--- config.mk ---
export PLATFORM = sky130hd
export DESIGN_NAME = rtl_kernel_wizard_1_example_number_checker_lane
export DESIGN_NICKNAME = d
export VERILOG_FILES = /design/src/rtl/rtl_kernel_wizard_1_example_number_checker.sv
export SDC_FILE = /design/constraint.sdc
export NUM_CORES = 1
export LEC_CHECK = 0
export ABC_AREA = 1
export CAP_MARGIN = 20
export CORE_ASPECT_RATIO = 0.75
export CORE_UTILIZATION = 33
export DETAILED_ROUTE_END_ITERATION = 8
export PLACE_DENSITY = 0.85
export SETUP_SLACK_MARGIN = 0.2
export SYNTH_ARGS = -nofsm -noshare
export SYNTH_HDL_FRONTEND = slang
export SYNTH_SLANG_ARGS = --single-unit
--- constraint.sdc ---
create_clock -name vclk -period 1.3
set_clock_uncertainty 0.2 [all_clocks]
set_input_delay 0.26 -clock vclk [all_inputs]
set_output_delay 0.26 -clock vclk [all_outputs]
set_load 0.01 [all_outputs]
--- src/rtl/rtl_kernel_wizard_1_example_number_checker.sv ---
// AXI4-Stream sink that checks the incrementing-number pattern of the example
// generator: per-lane data, tkeep and tlast, with a sticky error summary.

module rtl_kernel_wizard_1_example_number_checker_lane #(
    parameter int NW   = 32,
    parameter int LANE = 0
) (
    input  logic [NW-1:0]   data,
    input  logic [NW/8-1:0] keep,
    input  logic [NW-1:0]   cnt_field,
    output logic            mismatch
);
    logic [NW-1:0] expected;
    logic [NW-1:0] mask;

    assign expected = cnt_field | NW'(LANE);

    for (genvar b = 0; b < NW/8; b++) begin : g_mask
        assign mask[b*8 +: 8] = {8{keep[b]}};
    end

    // Bytes outside the expected keep are don't-care.
    assign mismatch = |((data ^ expected) & mask);
endmodule


; ---- Word level (Yosys, flattened, before mapping)
; Cells that the tools add are included.
[classes]
n_bitwise = 2
reduce_logical = 1
[op_table]
columns = cell, n
row1 = AND 32 bit, 1
row2 = OR reduction 32 bit, 1
row3 = bitwise XOR 32 bit, 1
[totals]
register_bits = 0

; ---- Longest topological paths before layout
[logic_depth]
word_depth = 3
mapped_depth = 8
depth_no_buf = 8

; ---- Worst setup path after synthesis
; Ideal clock, no wire load.
[synth_path]
path_type = input -> output
start = input port cnt_field[5]
end = output port mismatch
t_arrival_ns = 0.845
t_required_ns = 0.840
setup_slack_ns = -0.005
stages = 7
path_buffers = 0
path_cell_list = or2_0 nand3_1 nand2_1 nor2_2 nand2_1 nor2_1 nand2_1
[synth_between]
elab_chain_cells = 3
[synth_lines]
columns = element, line
row1 = start: declaration, 10  ; input logic [NW-1:0] cnt_field,
row2 = bitwise XOR 32 bit, 23  ; assign mismatch = |((data ^ expected) & mask);
row3 = AND 32 bit, 23
row4 = OR reduction 32 bit, 23
row5 = end: declaration, 11  ; output logic mismatch
; No other way between the ends.

; ---- Final worst setup path
[layout_path]
start = input port data[28]
end = output port mismatch
[layout_between]
elab_chain_cells = 3
[layout_lines]
columns = element, line
row1 = start: declaration, 8  ; input logic [NW-1:0] data,
row2 = bitwise XOR 32 bit, 23
row3 = AND 32 bit, 23
row4 = OR reduction 32 bit, 23
; No other way between the ends.

==> results.ini <==
[critical_path]
cp.required_ns=0.84
cp-start-kind=input port
path_cells=buf_6 > or2_0 > nand3_1 > nand2_1 > nor2_2 > nand2_1 > nor2_2 > nand2_1 > buf_2
worst_path_most_repeated_cell=nand2_1
slowest_delay_ns=0.22
cp.arrival_ns=1.12
cp-end-kind=output port
cp_max_fo=2
slowest_stage=or2_0
critPathLaunch=data[28]
criticalPathCategory=in2out

[finish]
final_nets=325
layout-drive-gt1-share=0.247
nClkBuffers=0
n_antenna_cell=0
ff_latch_area_sq_um=0
syn2layout_area_growth_pct=74.4
seq_cells=0
fin_cells=279

[worst_hold_path]
hold_end=mismatch
min_path_type=in2out
worstHoldPathCells=9
min_from=cnt_field[1]

[timing]
grt_setup_unrepaired=yes
slew-limit-headroom=0.891
fin_crit_sh=1.21
tns_ns=-0.279
final_hold_viol_count=0
hold_slack_ns=0.872
setup_slack_ns=-0.279
tightest_slew_ns=0.163
timing.fmax_mhz=633
setup_viol=1
slew_violations=0
fin_crit_ns=1.58

[global_routing]
grt-ovfl-total=0
grt_pass1_vias=967
grt.total_usage=0.170
grt_pass1_wl_microns=3590
antenna_found_initial=0
grt_start_max_net_pins=9

[floorplan]
initial_utilization=0.365
core_area_sq_mm=0.00210
die_w_microns=57.7
placementRows=14
dieArea_sq_mm=0.00252
io_pins=69
die_h_microns=43.8

[power]
switching_share=0.463
p_total_mw=0.340
power.switching_mw=0.157
ir_worst_vdd_v=0.000108
internal-power_mw=0.182
seqPwrFrac=0
power_frac_comb=1.000
power_frac_clock=0
p_leak_nw=0.916
p_per_area_mw_per_mm2=254

[drt]
dr.pass1.iters=6
drt_wl_total_microns=2180
drc=5
via_per_inst=4.16
drt-initial-drc-count=43
drtAntennaViolNets=0
vias=1160
routedWlPerCell_microns=7.80

[synth]
synth_compound_area_frac=0
ys_seq_area_frac=0
synth_area_sq_um=767
syn-num-nets=255
synth_fa_ha_area_frac=0
syn_area_per_cell_sq_um=4.10
ys_warn_count=0
synthXorXnorAreaFrac=0
netlist_instances=187
synthMuxAreaShare=0
synth-simple-area-share=0.700
synth.distinct_cells=7
synth_top_family_by_area=simple AND/OR/NAND/NOR gates

[placed_design]
pre_cts_slack_ns=-1.02
io_buffer_count=69
dp_cells=278
place_congestion=0.753
dp_hpwl_microns=1880

[run_status]
violations=design-rule violations, negative setup slack
status=complete, but fails checks

[flow_run]
drv_cap=0

[power groups by stage]
stage	sequential, mW	combinational (mW)	clock (mW)
floorplan	0	0.158	0
global placement	0	0.394	0
detailed placement	0	0.401	0
CTS	0	0.335	0
global route	0	0.388	0
finish	0	0.340	0
[metrics by stage]
stage           util  cell area (sq um)
3_5_place_dp   0.705               1480
3_3_place_gp   0.705               1480
2_1_floorplan      -                767
5_1_grt        0.636               1340
6_report       0.636               1340
4_1_cts        0.667               1400
[what timing repair did]
action / in CTS / in global routing
pin swaps: 27 / 39
setup endpoints to repair: 1 / 1
hold buffers: 0 / 0
gates cloned: 0 / 0
buffers inserted: 1 / 0
resized for setup: 104 / 103
[Yosys cell counts]
cell | n | share of area
buf_2 | 4 | 0.026
inv_1 | 56 | 0.27
nand2_1 | 81 | 0.40
nand3_1 | 32 | 0.21
nor2_1 | 6 | 0.029
nor2_2 | 4 | 0.033
or2_0 | 4 | 0.033
[per-layer routing]
layer	global-route usage	wire, microns
met4	0	0
met2	0.298	961
met3	0.0179	190
met1	0.243	1030
met5	0	0
[cell type report]
type / count / area (sq um)
Multi-Input combinational cell: 127 / 579
Inverter: 56 / 210
Timing Repair Buffer: 72 / 518
Tap cell: 24 / 30.0
Fill cell: 239 / 764
[cells by family after synthesis]
| logic type | Yosys count |
|---|---|
| buffers and inverters | 60 |
| AND/OR/NAND/NOR | 127 |
[critical path, delay by kind of cell]
kind,cells,cell delay (ns)
AND/OR/NAND/NOR,7,0.63
buffers and inverters,2,0.22
[placed cells by master (no fill, tap or decap)]
| cell | instances |
|---|---|
| inv_2 | 1 |
| dlygate4sd2_1 | 1 |
| nand3_1 | 26 |
| buf_6 | 5 |
| nand2_1 | 77 |
| or2_0 | 4 |
| nand2_2 | 4 |
| buf_4 | 1 |
| nand3_2 | 6 |
| clkbuf_2 | 32 |
| nor2_2 | 5 |
| buf_2 | 9 |
| inv_1 | 55 |
| clkdlybuf4s15_1 | 24 |
| nor2_1 | 5 |
[worst max path at each step]
| stage | endpoint | slack, ns |
|---|---|---|
| 3_3_place_gp | mismatch | -1.03 |
| 4_1_cts | mismatch | -0.35 |
| 3_5_place_dp | mismatch | -1.02 |
| 2_1_floorplan | mismatch | -0.005 |
| 6_report | mismatch | -0.28 |
| 5_1_grt | mismatch | -0.36 |
No activity file was read; power rests on OpenSTA's default activity.
